File: src/rtl/clock_pkg.sv
// Shared definitions for the clock controller: mode state encoding and
// the default prescaler divide ratio.
package clock_pkg;

    localparam int unsigned TICK_DIV_DEFAULT = 50_000_000;

    typedef enum logic [1:0] {
        RUN      = 2'd0,
        SET_HOUR = 2'd1,
        SET_MIN  = 2'd2,
        SET_SEC  = 2'd3
    } mode_e;

    function automatic mode_e next_mode(input mode_e m);
        mode_e n;
        case (m)
            RUN:      n = SET_HOUR;
            SET_HOUR: n = SET_MIN;
            SET_MIN:  n = SET_SEC;
            default:  n = RUN;
        endcase
        return n;
    endfunction

endpackage

File: src/rtl/key_edge.sv
// Push-button synchroniser plus rising-edge detector; emits a one-cycle
// press pulse per key press and ignores keys already held at reset release.
module key_edge #(
    parameter int unsigned KEY_SYNC = 2
) (
    input  logic clk,
    input  logic rst_n,
    input  logic key,
    output logic press
);

    logic [KEY_SYNC-1:0] sync_q, sync_d;
    logic [KEY_SYNC:0]   arm_q, arm_d;
    logic                prev_q, prev_d;

    // The arm chain is one stage longer than the synchroniser, so prev_q has
    // already absorbed a key held through reset before detection is enabled.
    always_comb begin
        sync_d = {sync_q[KEY_SYNC-2:0], key};
        arm_d  = {arm_q[KEY_SYNC-1:0], 1'b1};
        prev_d = sync_q[KEY_SYNC-1];
    end

    always_ff @(posedge clk or negedge rst_n) begin
        if (!rst_n) begin
            sync_q <= '0;
            arm_q  <= '0;
            prev_q <= 1'b0;
        end else begin
            sync_q <= sync_d;
            arm_q  <= arm_d;
            prev_q <= prev_d;
        end
    end

    assign press = arm_q[KEY_SYNC] & sync_q[KEY_SYNC-1] & ~prev_q;

endmodule

File: src/rtl/clock_ctrl.sv
// Digital clock controller: 1 s prescaler, RUN/SET mode FSM driven by three
// push-buttons, registered increment/clear pulses and a 2 Hz set-mode blink.
module clock_ctrl
    import clock_pkg::*;
#(
    parameter int unsigned TICK_DIV = TICK_DIV_DEFAULT,
    parameter int unsigned KEY_SYNC = 2
) (
    input  logic       clk,
    input  logic       rst_n,
    input  logic       key_mode,
    input  logic       key_inc,
    input  logic       key_clr,
    input  logic       sec_max,
    input  logic       min_max,
    output logic       sec_inc,
    output logic       min_inc,
    output logic       hour_inc,
    output logic       clr_all,
    output logic [1:0] mode,
    output logic       blank
);

    localparam int unsigned   CW   = $clog2(TICK_DIV);
    localparam logic [CW-1:0] LAST = CW'(TICK_DIV - 1);
    localparam logic [CW-1:0] HALF = CW'(TICK_DIV / 2 - 1);

    logic          mode_press, inc_press, clr_press;
    logic          tick, half_tick;
    logic [CW-1:0] cnt_q, cnt_d;
    mode_e         mode_q, mode_d;
    logic          blank_q, blank_d;
    logic          sec_inc_q, sec_inc_d;
    logic          min_inc_q, min_inc_d;
    logic          hour_inc_q, hour_inc_d;
    logic          clr_all_q, clr_all_d;

    key_edge #(.KEY_SYNC(KEY_SYNC)) u_key_mode (
        .clk   (clk),
        .rst_n (rst_n),
        .key   (key_mode),
        .press (mode_press)
    );

    key_edge #(.KEY_SYNC(KEY_SYNC)) u_key_inc (
        .clk   (clk),
        .rst_n (rst_n),
        .key   (key_inc),
        .press (inc_press)
    );

    key_edge #(.KEY_SYNC(KEY_SYNC)) u_key_clr (
        .clk   (clk),
        .rst_n (rst_n),
        .key   (key_clr),
        .press (clr_press)
    );

    assign tick      = (cnt_q == LAST);
    assign half_tick = (cnt_q == HALF) || tick;

    // Priority: clear, then mode advance, then per-mode tick/increment work.
    always_comb begin
        cnt_d      = tick ? '0 : cnt_q + CW'(1);
        mode_d     = mode_q;
        blank_d    = blank_q;
        sec_inc_d  = 1'b0;
        min_inc_d  = 1'b0;
        hour_inc_d = 1'b0;
        clr_all_d  = 1'b0;

        if (clr_press) begin
            clr_all_d = 1'b1;
            cnt_d     = '0;
        end else if (mode_press) begin
            mode_d  = next_mode(mode_q);
            cnt_d   = '0;
            blank_d = 1'b0;
        end else if (mode_q == RUN) begin
            blank_d    = 1'b0;
            sec_inc_d  = tick;
            min_inc_d  = tick & sec_max;
            hour_inc_d = tick & sec_max & min_max;
        end else if (inc_press) begin
            cnt_d   = '0;
            blank_d = 1'b0;
            case (mode_q)
                SET_HOUR: hour_inc_d = 1'b1;
                SET_MIN:  min_inc_d  = 1'b1;
                SET_SEC:  sec_inc_d  = 1'b1;
                default:  ;
            endcase
        end else if (half_tick) begin
            blank_d = ~blank_q;
        end
    end

    always_ff @(posedge clk or negedge rst_n) begin
        if (!rst_n) begin
            cnt_q      <= '0;
            mode_q     <= RUN;
            blank_q    <= 1'b0;
            sec_inc_q  <= 1'b0;
            min_inc_q  <= 1'b0;
            hour_inc_q <= 1'b0;
            clr_all_q  <= 1'b0;
        end else begin
            cnt_q      <= cnt_d;
            mode_q     <= mode_d;
            blank_q    <= blank_d;
            sec_inc_q  <= sec_inc_d;
            min_inc_q  <= min_inc_d;
            hour_inc_q <= hour_inc_d;
            clr_all_q  <= clr_all_d;
        end
    end

    assign sec_inc  = sec_inc_q;
    assign min_inc  = min_inc_q;
    assign hour_inc = hour_inc_q;
    assign clr_all  = clr_all_q;
    assign mode     = mode_q;
    assign blank    = blank_q;

endmodule

File: config.mk
export PLATFORM = sky130hd
export DESIGN_NAME = clock_ctrl
export DESIGN_NICKNAME = d
export VERILOG_FILES = /design/src/rtl/clock_pkg.sv /design/src/rtl/key_edge.sv /design/src/rtl/clock_ctrl.sv
export SDC_FILE = /design/constraint.sdc
export NUM_CORES = 1
export LEC_CHECK = 0
export BUFFER_PORTS_ARGS = -buffer_cell sky130_fd_sc_hd__buf_2
export CELL_PAD_IN_SITES_DETAIL_PLACEMENT = 0
export CELL_PAD_IN_SITES_GLOBAL_PLACEMENT = 2
export CORE_ASPECT_RATIO = 1.25
export CORE_MARGIN = 2
export CORE_UTILIZATION = 39
export DETAILED_ROUTE_END_ITERATION = 10
export PLACE_DENSITY = 0.73
export SLEW_MARGIN = 20
export SYNTH_ARGS = -nofsm -noshare
export SYNTH_HDL_FRONTEND = slang
export SYNTH_SLANG_ARGS = --single-unit
File: constraint.sdc
create_clock -name clk -period 2.4 [get_ports clk]
set_clock_uncertainty 0.05 [all_clocks]
set_input_delay 0.36 -clock clk [delete_from_list [all_inputs] [get_ports clk]]
set_output_delay 0.36 -clock clk [all_outputs]
set_load 0.1 [all_outputs]
==> flow_summary.json, run 1 <==
{
  "grt_pass1_wl_microns": 6940,
  "grt_max_degree": 32,
  "grt_overflow": 0,
  "max_freq_mhz": 482,
  "ys.flop_type": "dfrtp_1",
  "synth_top_area_share": 0.533,
  "via_count": 1441,
  "worstSetupEndpointType": "flip-flop",
  "crit_required_ns": 2.53,
  "nFillCells": 516,
  "ys_top_cells_by_count": "45 x dfrtp_1, 31 x nor2_1, 14 x xor2_1",
  "drt_pass1_iterations": 4,
  "cp.arrival_ns": 2.20,
  "first_global_vias": 1528,
  "cp_max_fo": 25,
  "routed_wirelength_microns": 3950,
  "yosysMostFrequentCell": "dfrtp_1",
  "busiest_layer": "met2",
  "crit_start": "cnt_q[12]$_DFF_PN0_",
  "drv_cap": 0,
  "post-route-drc-count": 0,
  "syn_area_sq_um": 2110,
  "stdcell_count": 278,
  "async_flop_share": 1.00,
  "total_power_w": 0.00176,
  "power_density_nw_per_um2": 760,
  "syn_inst": 194,
  "gr-usage-met1": 0.185,
  "antenna_found_initial": 0,
  "yosysTopAreaCell": "dfrtp_1",
  "cts_resized": 0,
  "synth_seq_area_share": 0.533,
  "start_util": 0.397,
  "hold_path.class": "primary input to flip-flop",
  "cts_buffer_depth": 2,
  "reg2reg_depth": 6,
  "ys_ff_latch": 45,
  "finalCritPeriodShare": 0.865,
  "track_usage": 0.144,
  "ioPinCount": 14,
  "clkSlewWorstSetupHoldPaths_ns": 0.09,
  "die_h_microns": 86.3,
  "clock_sinks": 45,
  "path_class": "flip-flop to flip-flop",
  "rsz0062_at_grt": "no",
  "crit_end": "cnt_q[7]$_DFF_PN0_",
  "yosys-top-cells-area": "dfrtp_1 53%, xor2_1 5.8%, nor2_1 5.5%, xnor2_1 3.7%, ha_1 3.0%",
  "power.leakage_nw": 1.06,
  "grt_use_met3": 0.0302,
  "final_nets": 225,
  "hold_violations": 0,
  "first_iter_violations": 80,
  "cts_buffers": 5,
  "r2r-end": "cnt_q[7]$_DFF_PN0_",
  "use_met2": 0.241,
  "ir_worst_vdd_uv": 359,
  "wl_per_cell_microns": 14.2,
  "routabilityCongestion": 0.774,
  "synth_edf_count": 0,
  "layout-drive-gt1-share": 0.150,
  "setup_tns_ns": 0,
  "cts_root_buf": "clkbuf_8",
  "synth_compound_area_frac": 0.0373,
  "portBuffers": 13,
  "syn_avg_cell_area_sq_um": 10.9,
  "dpl_cell_area_sq_um": 2200,
  "fin_area_sq_um": 2310,
  "ys_types": 40,
  "synthToLayoutAreaGrowth_pct": 9.35,
  "final_util": 0.434,
  "htreeDepth": 2,
  "dp_cells": 269,
  "status": "finished, final reports clean",
  "avgViaCountPerCell": 5.18,
  "syn-num-nets": 206,
  "setup_violations": 0,
  "cts_tree": "yes",
  "reg2reg_from": "cnt_q[12]$_DFF_PN0_",
  "hp-start": "key_inc",
  "synth_fa_ha_area_frac": 0.0296,
  "ant_nets": 0,
  "synth_mux_area_frac": 0,
  "synth-xor-area-share": 0.0953,
  "reg2reg_slack_ns": 0.32,
  "slew_violations": 0,
  "chipWidth_microns": 69.9,
  "synth-simple-area-share": 0.258,
  "fp-row-count": 30,
  "n_antenna_cell": 0,
  "dieArea_sq_um": 6030,
  "clkLatencyLatePin_ns": 0.30,
  "hpwl_microns": 2770,
  "ys_warn_count": 0,
  "synth_top_family_by_area": "simple AND/OR/NAND/NOR gates",
  "critPathLaunchType": "flip-flop",
  "core_area_sq_um": 5330,
  "min_period_ns": 2.08
}
[per-stage QoR]
step                hold slack [ns]  worst slack (ns)
floorplan                    0.0144             0.150
finish                        0.110             0.325
detailed placement            0.238             0.325
global placement              0.227             0.365
CTS                          0.0980             0.301
global route                 0.0859             0.142
[logic make-up after synthesis]
| kind of cell | after synthesis |
|---|---|
| compound gates | 12 |
| xor+xnor | 23 |
| fa+ha+maj | 5 |
| buf+inv | 10 |
| flops | 45 |
| other cells | 1 |
| simple gates | 98 |
[per-layer routing]
layer	vias up	wire, microns
li1	703	-
met1	715	1870
met2	19	1930
met3	4	106
met4	0	53
met5	-	0
[cell type report]
cell class	count	area (sq um)	share of cell area
clock buffer	5	68.8	0.0298
clock inverter	3	28.8	0.0124
inverter	5	18.8	0.00812
multi-input combinational	139	892	0.386
sequential	45	1130	0.487
tap	64	80.1	0.0346
timing repair buffer	17	97.6	0.0422
[registers in the layout, summed over array words and instances, names as in the netlist]
name               flops
sec_inc                1
u_key_mode.sync_q      2
u_key_clr.prev_q       1
clr_all                1
blank                  1
u_key_clr.arm_q        3
u_key_inc.sync_q       2
u_key_mode.prev_q      1
cnt_q                 26
mode                   2
hour_inc               1
min_inc                1
u_key_clr.sync_q       2
u_key_inc.prev_q       1
[cell usage in the layout, fill, tap and decap left out, drive strengths merged, types with 6 or more instances in the layout]
cell and count:
xnor2 9, nor4 6, buf 16, nand2 13, nand3 12, nor2 31
xor2 14, and3 7, dfrtp 45, inv 8, nand4 9
[report_power, final]
part           total, W  internal, W  switching, W
clock network  0.000503     0.000220      0.000283
registers      0.000874     0.000815     0.0000595
logic          0.000381    0.0000979      0.000283
total           0.00176      0.00113      0.000625
[worst max-delay path, stage by stage, from the launching register on]
cell	delay, ns
dfrtp_1	0.45
nand4_2	0.17
or3_1	0.47
nor3_4	0.31
or3_1	0.15
buf_4	0.27
nor2_1	0.09
[how the worst min path moves through the flow]
stage	endpoint	slack [ns]	cells past startpoint
floorplan	blank$_DFFE_PN0P_	0.01	0
global placement	cnt_q[4]$_DFF_PN0_	0.23	1
detailed placement	cnt_q[4]$_DFF_PN0_	0.24	1
CTS	u_key_inc.sync_q[0]$_DFF_PN0_	0.1	1
global route	u_key_inc.sync_q[0]$_DFF_PN0_	0.09	1
finish	u_key_inc.sync_q[0]$_DFF_PN0_	0.11	1
[repair_timing]
item,in CTS,in global routing
hold buffers,1,0
setup buffers,0,0
hold endpoints to repair,14,0
Note: power is estimated with default switching activity, not from simulation.
==> run 2, diff against run 1 <==
--- a/config.mk
+++ b/config.mk
@@ -5,13 +5,13 @@
 export SDC_FILE = /design/constraint.sdc
 export NUM_CORES = 1
 export LEC_CHECK = 0
-export BUFFER_PORTS_ARGS = -buffer_cell sky130_fd_sc_hd__buf_2
 export CELL_PAD_IN_SITES_DETAIL_PLACEMENT = 0
 export CELL_PAD_IN_SITES_GLOBAL_PLACEMENT = 2
 export CORE_ASPECT_RATIO = 1.25
 export CORE_MARGIN = 2
-export CORE_UTILIZATION = 39
+export CORE_UTILIZATION = 41
 export DETAILED_ROUTE_END_ITERATION = 10
+export DONT_BUFFER_PORTS = 1
 export PLACE_DENSITY = 0.73
 export SLEW_MARGIN = 20
 export SYNTH_ARGS = -nofsm -noshare
==> run 2 against run 1 <==
First-iteration DRC count is 10% higher. Worst setup slack better by 0.0034 ns. Sequential share of layout area is 0.37 points higher. Via count is 4.8% lower. Critical path depth stayed put. Combinational power is 1% lower. Largest cell class unchanged. Critical endpoint is now cnt_q[16]$_DFF_PN0_. Global-route usage is 1.0 points higher. Total power is 0.32% higher. Highest routed layer unchanged. Sequential cell count stayed put. Sequential power is 0.9% higher. Core utilization is 2.4 points higher. Register-to-register slack hardly changed.
==> flow_summary.json, run 2 (same netlist as run 1, synthesis figures left out) <==
{
  "rsz0062_at_grt": "no",
  "cts_root_buf": "clkbuf_8",
  "slew_violations": 0,
  "drt_pass1_iterations": 4,
  "p_seq_frac": 0.500,
  "wl_per_cell_microns": 14.0,
  "layout-drive-gt1-share": 0.112,
  "worstSetupEndpointType": "flip-flop",
  "slew_headroom": 0.410,
  "largest_reg_flops": 26,
  "grt_overflow": 0,
  "hpwl_microns": 2570,
  "p_int_w": 0.00114,
  "via_count": 1372,
  "hold_path.class": "primary input to flip-flop",
  "worst_pin_slew_ns": 0.885,
  "setup_violations": 0,
  "fp-row-count": 29,
  "n_antenna_cell": 0,
  "clockPowerShare": 0.286,
  "ant_nets": 0,
  "post-cts-setup-buffers": 0,
  "critPathSlowestCell": "or3_1",
  "final_nets": 216,
  "first_iter_violations": 88,
  "grt_pass1_wl_microns": 6780,
  "crit_buf_inv": 1,
  "grt_max_degree": 46,
  "cts_buffers": 5,
  "top_register": "cnt_q",
  "start_util": 0.422,
  "antenna_found_initial": 0,
  "cpLargestDelayFamily": "simple AND/OR/NAND/NOR gates",
  "finalCritPeriodShare": 0.863,
  "drv_cap": 0,
  "chipWidth_microns": 68.2,
  "min_period_ns": 2.07,
  "avgViaCountPerCell": 5.14,
  "crit_required_ns": 2.53,
  "setup_tns_ns": 0,
  "portBuffers": 0,
  "status": "finished, final reports clean",
  "ioPinCount": 14,
  "cpMostUsedCell": "or3_1",
  "p_switching_w": 0.000620,
  "clock_sinks": 45,
  "path_class": "flip-flop to flip-flop",
  "power_density_nw_per_um2": 769,
  "htreeDepth": 2,
  "ir_worst_vdd_uv": 365,
  "comb_power_share": 0.214,
  "post-route-drc-count": 0,
  "cp_max_fo": 25,
  "fin_area_sq_um": 2290,
  "cts_hold_buf": 2,
  "synthToLayoutAreaGrowth_pct": 8.52,
  "first_global_vias": 1404,
  "track_usage": 0.154,
  "dieArea_sq_um": 5750,
  "clkLatencyLatePin_ns": 0.30,
  "clkSlewWorstSetupHoldPaths_ns": 0.09,
  "cts_buffer_depth": 2,
  "cp.arrival_ns": 2.20,
  "final_cell_mix": "45 x dfrtp_1, 31 x nor2_1, 14 x xor2_1",
  "routabilityCongestion": 0.780,
  "routed_wirelength_microns": 3740,
  "max_freq_mhz": 483,
  "switching_share": 0.352,
  "cts_resized": 0,
  "cts_tree": "yes",
  "dpl_cell_area_sq_um": 2160,
  "hold_violations": 0,
  "path_cells": "nand4_2, or3_1, nor3_4, or3_1, buf_4, nor2_1",
  "power.leakage_nw": 1.03,
  "final_common_cell": "dfrtp_1",
  "reg_top3": "cnt_q: 26 flops, u_key_clr.arm_q: 3 flops",
  "core_area_sq_um": 5010,
  "die_h_microns": 84.3,
  "critPathLaunchType": "flip-flop",
  "slowest_delay_ns": 0.47
}
run 2: layout make-up:
type	count	area (sq um)
Fill cell	496	2710
Clock inverter	3	28.8
Inverter	5	18.8
Clock buffer	5	68.8
Tap cell	62	77.6
Sequential cell	45	1130
Timing Repair Buffer	8	82.6
Multi-Input combinational cell	139	892
run 2: metrics by stage:
step	total power, W	hold WS [ns]	cells	util	worst slack (ns)
detailed placement	0.00126	0.0158	257	0.431	0.316
global placement	0.00125	0.0154	257	0.431	0.386
finish	0.00176	0.0291	267	0.458	0.328
global route	0.00188	0.000205	267	0.458	0.136
CTS	0.00179	0.0156	267	0.458	0.307
floorplan	0.00122	0.0144	194	-	0.150
run 2: path summary, 6_finish.rpt:
path	cells past startpoint	endpoint	slack [ns]	start
min in group asynchronous	2	cnt_q[1]$_DFF_PN0_	0.53	rst_n
worst max register to register	6	cnt_q[16]$_DFF_PN0_	0.33	cnt_q[12]$_DFF_PN0_
worst min register to register	0	u_key_inc.sync_q[1]$_DFF_PN0_	0.31	u_key_inc.sync_q[0]$_DFF_PN0_
max in group asynchronous	2	blank$_DFFE_PN0P_	1.57	rst_n
worst max-delay path	6	cnt_q[16]$_DFF_PN0_	0.33	cnt_q[12]$_DFF_PN0_
worst min-delay path	0	u_key_inc.sync_q[0]$_DFF_PN0_	0.03	key_inc
run 2: routing by layer:
metal / global-route usage / vias to the layer above / wire length, microns
met5: 0 / - / 0
met4: 0.0473 / 0 / 42
met3: 0.0389 / 4 / 106
met2: 0.234 / 17 / 1780
met1: 0.217 / 669 / 1810
li1: - / 682 / -
run 2: power by group through the flow:
stage	Combinational [W]	Clock, W	Sequential (W)
after floorplan	0.000202	0	0.00102
after global placement	0.000357	0	0.000895
after detailed placement	0.000360	0	0.000898
after CTS	0.000384	0.000527	0.000883
after global routing	0.000422	0.000568	0.000892
final	0.000377	0.000505	0.000882
